===== config.mk =====
export PLATFORM = sky130hd
export DESIGN_NAME = multicycle_seq
export DESIGN_NICKNAME = d
export VERILOG_FILES = /design/src/rtl/multicycle_seq_pkg.sv /design/src/rtl/seq_watchdog.sv /design/src/rtl/multicycle_seq.sv
export SDC_FILE = /design/constraint.sdc
export NUM_CORES = 1
export LEC_CHECK = 0
export BUFFER_PORTS_ARGS = -buffer_cell sky130_fd_sc_hd__buf_4
export CAP_MARGIN = 5
export CELL_PAD_IN_SITES_DETAIL_PLACEMENT = 1
export CELL_PAD_IN_SITES_GLOBAL_PLACEMENT = 1
export CORE_MARGIN = 2
export CORE_UTILIZATION = 43
export DETAILED_ROUTE_END_ITERATION = 8
export PLACE_DENSITY_LB_ADDON = 0.1
export RECOVER_POWER = 100
export SYNTH_ARGS = -nofsm -noshare
export SYNTH_HDL_FRONTEND = slang
export SYNTH_SLANG_ARGS = --single-unit
export TNS_END_PERCENT = 30

===== constraint.sdc =====
create_clock -name clk -period 3.1 [get_ports clk]
set_input_delay 0.62 -clock clk [delete_from_list [all_inputs] [get_ports clk]]
set_output_delay 0.62 -clock clk [all_outputs]
set_load 0.005 [all_outputs]

===== src/rtl/multicycle_seq_pkg.sv =====
// Shared state encoding and defaults for the multi-cycle instruction sequencer.
package multicycle_seq_pkg;

  typedef enum logic [2:0] {
    StIdle   = 3'd0,
    StFetch  = 3'd1,
    StDecode = 3'd2,
    StExec   = 3'd3,
    StMem    = 3'd4,
    StWb     = 3'd5,
    StHalt   = 3'd6,
    StFault  = 3'd7
  } state_e;

  localparam int unsigned MemTimeoutDefault = 16;
  localparam int unsigned CntWDefault       = 32;

  // States that own the memory port and therefore arm the watchdog.
  function automatic logic is_mem_phase(state_e s);
    return (s == StFetch) || (s == StMem);
  endfunction

endpackage


===== src/rtl/seq_watchdog.sv =====
// Memory-wait watchdog: counts stalled cycles and flags when the last allowed wait is reached.
module seq_watchdog #(
  parameter int unsigned MEM_TIMEOUT = 16
) (
  input  logic clk,
  input  logic rst,
  input  logic clr_i,
  input  logic en_i,
  output logic expired_o
);

  localparam int unsigned CntW = $clog2(MEM_TIMEOUT);
  localparam logic [CntW-1:0] LastCnt = CntW'(MEM_TIMEOUT - 1);

  logic [CntW-1:0] cnt_q, cnt_d;

  always_comb begin
    cnt_d = cnt_q;
    if (clr_i) begin
      cnt_d = '0;
    end else if (en_i && (cnt_q != LastCnt)) begin
      cnt_d = cnt_q + 1'b1;
    end
  end

  always_ff @(posedge clk or posedge rst) begin
    if (rst) begin
      cnt_q <= '0;
    end else begin
      cnt_q <= cnt_d;
    end
  end

  assign expired_o = (cnt_q == LastCnt);

endmodule


===== src/rtl/multicycle_seq.sv =====
// Multi-cycle FETCH/DECODE/EXEC/MEM/WB control FSM with memory watchdog and retire counter.
// Optional SEQ_SINGLE_STEP_EN adds a step input and a HALT state before every fetch.
module multicycle_seq
  import multicycle_seq_pkg::*;
#(
  parameter int unsigned MEM_TIMEOUT = MemTimeoutDefault,
  parameter int unsigned CNT_W       = CntWDefault
) (
  input  logic             clk,
  input  logic             rst,
`ifdef SEQ_SINGLE_STEP_EN
  input  logic             step,
`endif
  input  logic             dec_mem_en,
  input  logic             dec_ls,
  input  logic             dec_reg_w,
  input  logic             mem_ready,
  output logic             mem_req,
  output logic             mem_sel,
  output logic             mem_we,
  output logic             ir_load,
  output logic             pc_inc,
  output logic             alu_en,
  output logic             rf_we,
  output logic             bus_err,
  output logic [2:0]       state_o,
  output logic [CNT_W-1:0] retired
);

`ifdef SEQ_SINGLE_STEP_EN
  localparam state_e NextInstr = StHalt;
`else
  localparam state_e NextInstr = StFetch;
`endif

  state_e           state_q, state_d;
  logic             retire;
  logic             wd_expired;
  logic [CNT_W-1:0] retired_q;

  seq_watchdog #(
    .MEM_TIMEOUT(MEM_TIMEOUT)
  ) u_watchdog (
    .clk      (clk),
    .rst      (rst),
    .clr_i    (state_d != state_q),
    .en_i     (is_mem_phase(state_q) && !mem_ready),
    .expired_o(wd_expired)
  );

  always_comb begin
    state_d = state_q;
    retire  = 1'b0;
    unique case (state_q)
      StIdle:   state_d = NextInstr;
      StFetch: begin
        if (mem_ready) begin
          state_d = StDecode;
        end else if (wd_expired) begin
          state_d = StFault;
        end
      end
      StDecode: state_d = StExec;
      StExec: begin
        if (dec_mem_en) begin
          state_d = StMem;
        end else if (dec_reg_w) begin
          state_d = StWb;
        end else begin
          state_d = NextInstr;
          retire  = 1'b1;
        end
      end
      StMem: begin
        // A ready on the final allowed wait cycle still completes the transfer.
        if (mem_ready) begin
          if (dec_ls) begin
            state_d = StWb;
          end else begin
            state_d = NextInstr;
            retire  = 1'b1;
          end
        end else if (wd_expired) begin
          state_d = StFault;
        end
      end
      StWb: begin
        state_d = NextInstr;
        retire  = 1'b1;
      end
`ifdef SEQ_SINGLE_STEP_EN
      StHalt: begin
        if (step) begin
          state_d = StFetch;
        end
      end
`endif
      StFault:  state_d = StFault;
      default:  state_d = StIdle;
    endcase
  end

  always_ff @(posedge clk or posedge rst) begin
    if (rst) begin
      state_q   <= StIdle;
      retired_q <= '0;
    end else begin
      state_q <= state_d;
      if (retire) begin
        retired_q <= retired_q + CNT_W'(1);
      end
    end
  end

  always_comb begin
    mem_req = 1'b0;
    mem_sel = 1'b0;
    mem_we  = 1'b0;
    ir_load = 1'b0;
    pc_inc  = 1'b0;
    alu_en  = 1'b0;
    rf_we   = 1'b0;
    bus_err = 1'b0;
    unique case (state_q)
      StFetch: begin
        mem_req = 1'b1;
        ir_load = mem_ready;
        pc_inc  = mem_ready;
      end
      StExec:  alu_en = 1'b1;
      StMem: begin
        mem_req = 1'b1;
        mem_sel = 1'b1;
        mem_we  = ~dec_ls;
      end
      StWb:    rf_we = 1'b1;
      StFault: bus_err = 1'b1;
      default: ;
    endcase
  end

  assign state_o = state_q;
  assign retired = retired_q;

endmodule


==> reports/results.ini, run 1 <==
[run_status]
run_status=completed

[yosys]
yosys-top-cells-area=dfrtp_1 51%, xnor2_1 12%, nand2_1 3.7%
synth_fa_ha_area_share_pct=1.305
synth_xor_area_share_pct=15.08
syn_area_per_cell_sq_um=10.89
synth_compound_area_share_pct=7.376
synthSimpleGateAreaFrac_pct=22.13
netlist_area_sq_um=1917
async_reset_ff_share_pct=100.0
ys_ff_latch=39
yosysUniqueCellTypes=36
synth_edf_count=0
netlist.area_leader.share_pct=50.91
synthCells=176
synthFlopType=dfrtp_1
yosys.cell_count.top_type=dfrtp_1
ys_seq_area_share_pct=50.91
synthMuxAreaShare_pct=0.5875
synth_top_family_by_area=simple AND/OR/NAND/NOR gates
syn-num-nets=184
synth_area_leader_cell=dfrtp_1
synth_common_cells=39 x dfrtp_1, 26 x xnor2_1, 19 x nand2_1
yosysWarnings=0

[worst_setup_path]
critPathMaxStageDelay_ps=870
startpoint=state_o[2]$_DFF_PP0_
crit_required_ps=3270
cp_cell_sequence=nor3_1, nand3_1, a2111oi_2, nand4_1, xnor2_1
r2r-start=state_o[2]$_DFF_PP0_
arrival_ps=2620
startpoint_type=register
end_kind=register
critPathMaxFanout=11
cp_slowest_cell=a2111oi_2
crit_type=register to register

[clock_network]
cts_tree=yes
cts.htree.levels=2
cts_buffers=5
clkTransAtPathRegs_ps=70
cts.repair.resized=0
post_cts_buffers=0
clock-root-buffer=clkbuf_8
cts_hold_buffers=0
cts.sinks=39
cts_buffer_depth=2
insertion_delay_ps=290

[finish]
nNetsFinal=235
seqCellArea_sq_um=975.9
fill_cells=479
syn_to_final_growth_pct=23.63
layout-drive-gt1-share_pct=26.87
multi_input_area_sq_um=858.3
antenna_cells=0

[pwr]
ir_drop_mv=0.3606
p_leak_nw=1.129
total_power_mw=1.424
powerDensity_nw_per_um2=600.7

[sta]
relSlewSlack_pct=37.52
fin_crit_ps=2448
tns_ps=0
layout_setup_ws_ps=652.2
tightest_slew_ps=935.4
finalMaxSlewViolations=0
finalCritPeriodShare_pct=78.96
fin_skew_ps=8.319
hold_viol=0
setup_viol=0
rsz0062_at_grt=no
fmax_mhz=408.5

[grt]
grt_usage_pct=20.09
grt_pass1_vias=1610
antenna_found_initial=0
grt_pass1_wl_mm=8.038
overflow=0
grt_max_degree=24

[detailed_routing]
ant_nets=0
vias=1508
route.detailed.drc=0
routed_wl_mm=4.540
drtIter0Drc=37
wl_per_cell_um=16.27
vias_per_cell=5.405
first_pass_iters=4

[die]
start_util_pct=44.33
coreArea_sq_um=4324
chipHeight_um=70.77
die_x_um=70.77
pin_count=49
row_count=24
die_area_sq_um=5008

[placement]
dpl_worst_slack_ps=842.4
dp_hpwl_mm=3.533
gp_congestion=0.8220
io_buffer_count=48

[hold_path]
hp-start=retired[31]$_DFFE_PP0P_
hold_path_class=register to register

[run]
cap_violations=0

report_power, final:
| group | switching (mW) | internal [mW] |
|---|---|---|
| Combinational | 0.186 | 0.205 |
| Sequential | 0.122 | 0.570 |
| Clock | 0.167 | 0.174 |
| Total | 0.475 | 0.949 |
flip-flops by register name, summed over array words and instances, names as in the netlist:
signal	count
retired	32
state_o	3
u_watchdog.cnt_q	4
cell usage in the layout (no fill, tap or decap), drive strengths merged, types with 5 or more instances in the layout:
master,count
nor2b,5
and4,5
nand2,19
nand3,14
clkbuf,48
dfrtp,39
inv,5
xor2,7
xnor2,26
nor2,5
and3,8
buf,7
nand4,9
path summary, 6_finish.rpt:
kind,to,slack (ps),cells past startpoint
setup / recovery,retired[23]$_DFFE_PP0P_,650,5
hold / removal,retired[31]$_DFFE_PP0P_,490,1
setup reg to reg,retired[23]$_DFFE_PP0P_,650,5
hold reg to reg,retired[31]$_DFFE_PP0P_,490,1
max in group asynchronous,retired[17]$_DFFE_PP0P_,1330,3
min in group asynchronous,retired[2]$_DFFE_PP0P_,500,2
area by class of cell:
cell class | count | area share, %
clock buffer | 6 | 3.485
clock inverter | 1 | 0.2112
inverter | 5 | 0.7920
multi-input combinational | 127 | 36.22
sequential | 39 | 41.18
tap | 52 | 2.746
timing repair buffer | 49 | 15.36
critical path: cells and delay by family (launching register included):
kind / cells / cell delay (ps)
XOR/XNOR: 1 / 180
flip-flops: 1 / 510
AO/OA/AOI/OAI: 1 / 870
AND/OR/NAND/NOR: 3 / 770
per-stage QoR:
| stage | cells | cell area [sq um] | hold slack (ps) | util [%] |
|---|---|---|---|---|
| 3_3_place_gp | 272 | 2318 | 461.3 | 53.62 |
| 6_report | 279 | 2370 | 490.0 | 54.80 |
| 3_5_place_dp | 272 | 2318 | 486.5 | 53.62 |
| 2_1_floorplan | 176 | 1917 | 467.4 | - |
| 5_1_grt | 279 | 2370 | 514.1 | 54.80 |
| 4_1_cts | 279 | 2406 | 500.7 | 55.64 |
cells by family after synthesis:
kind of cell | count (synthesis)
buffers and inverters | 10
DFF | 39
muxes | 1
xor gates and xnor gates | 33
adders and majority gates | 2
and+or+nand+nor | 75
AOI/OAI and AO/OA | 16
per-layer routing:
metal  global-route usage, %  part of all wire, %  wire [um]  up-vias
li1                        -                    -          -      715
met1                   24.15                   42       1890      758
met2                   35.83                   54       2433       29
met3                   5.271                  3.6        165        6
met4                   5.031                  1.1         51        0
met5                       0                    0          0        -
(Power assumes the default switching activity.)
==> inputs of run 2 (changes only) <==
- ABC_AREA: not set -> 1
- CORE_UTILIZATION: 43 -> 36
- clock period: 3.1 -> 2 ns (I/O delays scaled with it)
==> run 2 against run 1 <==
Combinational power up 150%. Setup slack worse by 530 ps. Flip-flop and latch count unchanged. Final cell count up 86%. Register-to-register slack worse by 450 ps. Clock skew down 1.4 ps. Synthesized cell count up 110%. Critical path type is now register to output port.
==> reports/results.ini, run 2 <==
[run_status]
run_status=completed

[finish]
fin_area_sq_um=3109  ; +31%
final_common_cell=nand2_1
layout_common_cells=142 x nand2_1, 44 x inv_1, 41 x nor2_1
utilization_pct=45.26  ; -9.5 points
fin_cells=520  ; +86%
nNetsFinal=431  ; +83%
layout-drive-gt1-share_pct=19.34  ; -7.5 points
largest_register_ffs=32  ; unchanged
antenna_cells=0  ; unchanged
syn_to_final_growth_pct=20.05

[yosys]
synth_fa_ha_area_share_pct=0.9662  ; -0.34 points
synthCells=370  ; +110%
ys_seq_area_share_pct=37.68  ; -13 points
synthMuxAreaShare_pct=0  ; -0.59 points
synth_top_family_by_area=simple AND/OR/NAND/NOR gates
netlist.area_leader.share_pct=37.68  ; -13 points
synthFlopType=dfrtp_1
yosys-top-cells-area=dfrtp_1 38%, nand2_1 20%, inv_1 6.2%
syn_area_per_cell_sq_um=7.000  ; -36%
yosysWarnings=0  ; unchanged
yosysUniqueCellTypes=27  ; -25%
async_reset_ff_share_pct=100.0  ; unchanged
synth_xor_area_share_pct=6.377  ; -8.7 points
synth_area_leader_cell=dfrtp_1
synth_common_cells=139 x nand2_1, 43 x inv_1, 40 x nor2_1
netlist_area_sq_um=2590  ; +35%
synth_edf_count=0  ; unchanged
syn-num-nets=378  ; +110%
synthSimpleGateAreaFrac_pct=44.78  ; +23 points
ys_ff_latch=39  ; unchanged
yosys.cell_count.top_type=nand2_1
synth_compound_area_share_pct=1.401  ; -6.0 points

[worst_setup_path]
cp_cell_sequence=nor2_1, nand2_4, nand2_1, clkbuf_4
r2r-start=state_o[1]$_DFF_PP0_
arrival_ps=1480  ; -1140 ps
cp_slowest_cell=dfrtp_1
startpoint=state_o[1]$_DFF_PP0_
crit_required_ps=1600  ; -1670 ps
crit_type=register to output port
end_kind=output port
startpoint_type=register
critPathMaxFanout=8  ; -3
critPathMaxStageDelay_ps=480  ; -390 ps

[clock_network]
cts_buffers=5  ; unchanged
insertion_delay_ps=290  ; about the same
cts_tree=yes
cts_hold_buffers=0  ; unchanged
cts.htree.levels=2  ; unchanged
clkTransAtPathRegs_ps=80  ; about the same
post_cts_buffers=0  ; unchanged
clock-root-buffer=clkbuf_8
cts.sinks=39  ; unchanged
cts_buffer_depth=2  ; unchanged

[die]
chipHeight_um=88.82  ; +26%
die_area_sq_um=7889  ; +58%
start_util_pct=37.70  ; -6.6 points
pin_count=49  ; unchanged
die_x_um=88.82  ; +26%
coreArea_sq_um=6869  ; +59%
row_count=30  ; +25%

[placement]
dp_hpwl_mm=5.792  ; +64%
dpl_worst_slack_ps=154.2  ; -688.2 ps
io_buffer_count=48  ; unchanged
placed_cells=512  ; +88%
gp_congestion=0.8234  ; +0.17%
placed_area_sq_um=3049  ; +32%

[sta]
hold_slack_ps=431.0  ; -59.03 ps
rsz0062_at_grt=no
tightest_slew_ps=1016  ; +80.61 ps
fin_skew_ps=6.926  ; -1.393 ps
fin_crit_ps=1877
finalMaxSlewViolations=0  ; unchanged
hold_viol=0  ; unchanged
layout_setup_ws_ps=123.1  ; -529.1 ps
fmax_mhz=532.8
tns_ps=0  ; unchanged
finalCritPeriodShare_pct=93.84
setup_viol=0  ; unchanged
relSlewSlack_pct=32.27  ; -5.3 points

[detailed_routing]
vias_per_cell=4.773  ; -12%
route.detailed.drc=0  ; unchanged
met2_length_mm=3.387  ; +39%
top_layer_used=met4
first_pass_iters=4  ; unchanged
drtIter0Drc=82  ; +120%
met3_length_um=248  ; +50%
wl_met1_mm=3.543  ; +87%
routed_wl_mm=7.245  ; +60%
vias=2482  ; +65%
ant_nets=0  ; unchanged
wl_per_cell_um=13.93  ; -14%

[pwr]
p_leak_nw=1.520  ; +35%
powerDensity_nw_per_um2=822.3  ; +37%
total_power_mw=2.557  ; +80%
p_clk_share_pct=20.9  ; -3.1 points
sw_frac_of_total_pct=41.15  ; +7.8 points
combinationalPowerShare_pct=38.1  ; +11 points
intPower_mw=1.505  ; +59%
p_seq_share_pct=41.0  ; -7.6 points
netSwitchingPower_mw=1.052  ; +120%
ir_drop_mv=0.4411  ; +22%

[hold_path]
hold_path_class=primary input to async pin

[grt]
grt_pass1_wl_mm=12.28  ; +53%
grt_max_degree=40  ; +67%
grt_pass1_vias=2513  ; +56%
grt_usage_pct=19.97  ; -0.12 points
overflow=0  ; unchanged
antenna_found_initial=0  ; unchanged

[run]
cap_violations=0  ; unchanged

-- run 2: logic make-up (layout without fill, tap and decap cells) --
logic type / Yosys count / after routing
AOI/OAI and AO/OA: 6 / 6
adders and majority gates: 2 / 2
and+or+nand+nor: 253 / 253
buffers and inverters: 52 / 106
xor gates and xnor gates: 18 / 18
DFF: 39 / 39
-- run 2: critical path: cells and delay by family, from the launching register on --
| kind | cells | cell delay, ps |
|---|---|---|
| and+or+nand+nor | 3 | 560 |
| buffers and inverters | 1 | 160 |
| DFF | 1 | 480 |
-- run 2: final cells by class --
class	instances	area, sq um
Inverter	45	168.9
Sequential cell	39	978.4
Timing Repair Buffer	53	391.6
Clock inverter	3	15.01
Multi-Input combinational cell	279	1366
Fill cell	942	3760
Tap cell	96	120.1
Clock buffer	5	68.82
-- run 2: timing repair --
action                     4_1_cts  5_1_grt
gates resized for setup          0        4
hold endpoints to repair         0        0
setup endpoints to repair        0       10
-- run 2: path summary, 6_finish.rpt --
path	end	slack [ps]	cells past startpoint
worst max register to register	retired[3]$_DFFE_PP0P_	200	8
worst min register to register	retired[15]$_DFFE_PP0P_	530	1
max in group asynchronous	state_o[0]$_DFF_PP0_	880	3
worst max-delay path	mem_req	120	4
min in group clk	state_o[1]$_DFF_PP0_	500	4
worst min-delay path	retired[8]$_DFFE_PP0P_	430	3
-- run 2: per-layer routing --
metal	track usage (%)	up-vias
met5	0	-
met4	4.132	0
met3	2.519	6
met2	32.16	48
met1	28.72	1178
li1	-	1250
-- run 2: power groups by stage --
stage | Sequential (mW) | Clock, mW | Combinational [mW]
6_report | 1.05 | 0.535 | 0.974
5_1_grt | 1.07 | 0.586 | 1.11
4_1_cts | 1.06 | 0.552 | 1.03
3_5_place_dp | 1.07 | 0 | 1.02
3_3_place_gp | 1.07 | 0 | 1.00
2_1_floorplan | 1.00 | 0 | 0.727
==> inputs of run 3 (changes only) <==
- REMOVE_ABC_BUFFERS: not set -> 1
==> run 3 against run 2 <==
Utilization is 0.44 points higher. Via count grew 0.93%. Critical path depth grew 1. Clock skew is 4.1 ps higher. Flip-flop and latch count unchanged. First-iteration DRC count is 32% lower. Critical endpoint is now ir_load. Largest power group unchanged. Highest routed layer unchanged.
==> reports/results.ini, run 3 (synthesis gave the netlist of run 2 again) <==
[detailed_routing]
met2_length_mm=3.447  ; +1.8%
ant_nets=0  ; unchanged
vias_per_cell=4.799  ; +0.54%
vias=2505  ; +0.93%
route.detailed.drc=0  ; unchanged
wl_met1_mm=3.580  ; +1.0%
met3_length_um=202  ; -19%
routed_wl_mm=7.284  ; +0.54%
wl_per_cell_um=13.95  ; +0.15%
top_layer_used=met4
first_pass_iters=4  ; unchanged
drtIter0Drc=56  ; -32%

[finish]
syn_to_final_growth_pct=21.21
fin_area_sq_um=3139  ; +0.97%
final_common_cell=nand2_1
layout-drive-gt1-share_pct=18.31  ; -1.0 points
fin_cells=522  ; +0.38%
utilization_pct=45.70  ; +0.44 points
nNetsFinal=433  ; +0.46%
largest_register_ffs=32  ; unchanged
antenna_cells=0  ; unchanged
layout_common_cells=141 x nand2_1, 43 x inv_1, 42 x nor2_1

[sta]
hold_viol=0  ; unchanged
layout_setup_ws_ps=146.5  ; +23.34 ps
relSlewSlack_pct=30.25  ; -2.0 points
fin_crit_ps=1854  ; -23.34 ps
finalCritPeriodShare_pct=92.68  ; -1.2 points
setup_viol=0  ; unchanged
hold_slack_ps=433.9  ; +2.969 ps
fin_skew_ps=11.05  ; +4.122 ps
finalMaxSlewViolations=0  ; unchanged
rsz0062_at_grt=no
tns_ps=0  ; unchanged
tightest_slew_ps=1046  ; +30.21 ps
fmax_mhz=539.5  ; +1.3%

[die]
die_x_um=88.82  ; unchanged
coreArea_sq_um=6869  ; unchanged
die_area_sq_um=7889  ; unchanged
row_count=30  ; unchanged
chipHeight_um=88.82  ; unchanged
pin_count=49  ; unchanged
start_util_pct=37.70  ; unchanged

[grt]
grt_pass1_vias=2426  ; -3.5%
antenna_found_initial=0  ; unchanged
overflow=0  ; unchanged
grt_pass1_wl_mm=12.03  ; -2.0%
grt_usage_pct=19.85  ; -0.11 points
grt_max_degree=40  ; unchanged

[placement]
io_buffer_count=48  ; unchanged
gp_congestion=0.8491  ; +3.1%
dpl_worst_slack_ps=144.0  ; -10.17 ps
placed_cells=514  ; +0.39%
placed_area_sq_um=3064  ; +0.49%
dp_hpwl_mm=5.808  ; +0.27%

[clock_network]
cts_hold_buffers=0  ; unchanged
cts.repair.resized=0  ; unchanged
cts.htree.levels=2  ; unchanged
clkTransAtPathRegs_ps=80  ; about the same
cts_buffers=5  ; unchanged
insertion_delay_ps=300  ; about the same
post_cts_buffers=0  ; unchanged
cts_tree=yes
cts_buffer_depth=2  ; unchanged
clock-root-buffer=clkbuf_8
cts.sinks=39  ; unchanged

[worst_setup_path]
crit_required_ps=1600  ; about the same
end_kind=output port
reg2reg_depth=7  ; -1
crit_type=register to output port
startpoint_type=register
arrival_ps=1450  ; -30 ps
r2r_slack_ps=200  ; about the same
startpoint=state_o[1]$_DFF_PP0_
r2r-start=retired[0]$_DFFE_PP0P_
rr_endpoint=retired[18]$_DFFE_PP0P_
critPathMaxFanout=5  ; -3
cp-endpoint=ir_load

[pwr]
total_power_mw=2.726  ; +6.6%
powerDensity_nw_per_um2=868.3  ; +5.6%
p_leak_nw=1.535  ; +0.98%
ir_drop_mv=0.5058  ; +15%

[run_status]
run_status=completed

[hold_path]
hold_path_class=primary input to async pin

[run]
cap_violations=0  ; unchanged

## run 3: cell types whose count changed in the layout (fill, tap and decap cells not counted), sizes merged
cell and change:
clkbuf +1, bufinv +1, buf +2, clkinv -2
## run 3: cell type report
class,count,area [sq um]
Clock buffer,6,82.58
Timing Repair Buffer,55,395.4
Tap cell,96,120.1
Inverter,45,168.9
Fill cell,930,3730
Clock inverter,2,35.03
Sequential cell,39,975.9
Multi-Input combinational cell,279,1361
## run 3: per-layer routing
metal  global-route usage (%)  vias to the layer above
met5                        0                        -
met2                    32.02                       35
met1                    28.42                     1209
met3                    2.892                        5
met4                    3.857                        0
li1                         -                     1256
## run 3: critical path, cell delays in order, from the launching register on
cell and delay, ps:
dfrtp_1 460, buf_4 190, inv_1 90, nand2_1 60, nor2_1 190, clkbuf_4 180
## run 3: worst min-delay path by stage
stage                                         start                              end  slack [ps]  cells after the start
CTS                                             rst          retired[29]$_DFFE_PP0P_         250                      3
finish                                          rst          retired[29]$_DFFE_PP0P_         430                      3
global placement             retired[7]$_DFFE_PP0P_           retired[7]$_DFFE_PP0P_         510                      1
floorplan           u_watchdog.cnt_q[1]$_DFFE_PP0P_  u_watchdog.cnt_q[1]$_DFFE_PP0P_         500                      1
detailed placement          retired[31]$_DFFE_PP0P_          retired[31]$_DFFE_PP0P_         520                      2
global route                              mem_ready             state_o[2]$_DFF_PP0_         500                      4
## run 3: power breakdown
group	total (mW)	internal (mW)	switching, mW
logic	0.992	0.397	0.595
clock network	0.700	0.404	0.296
registers	1.03	0.880	0.153
total	2.73	1.68	1.04
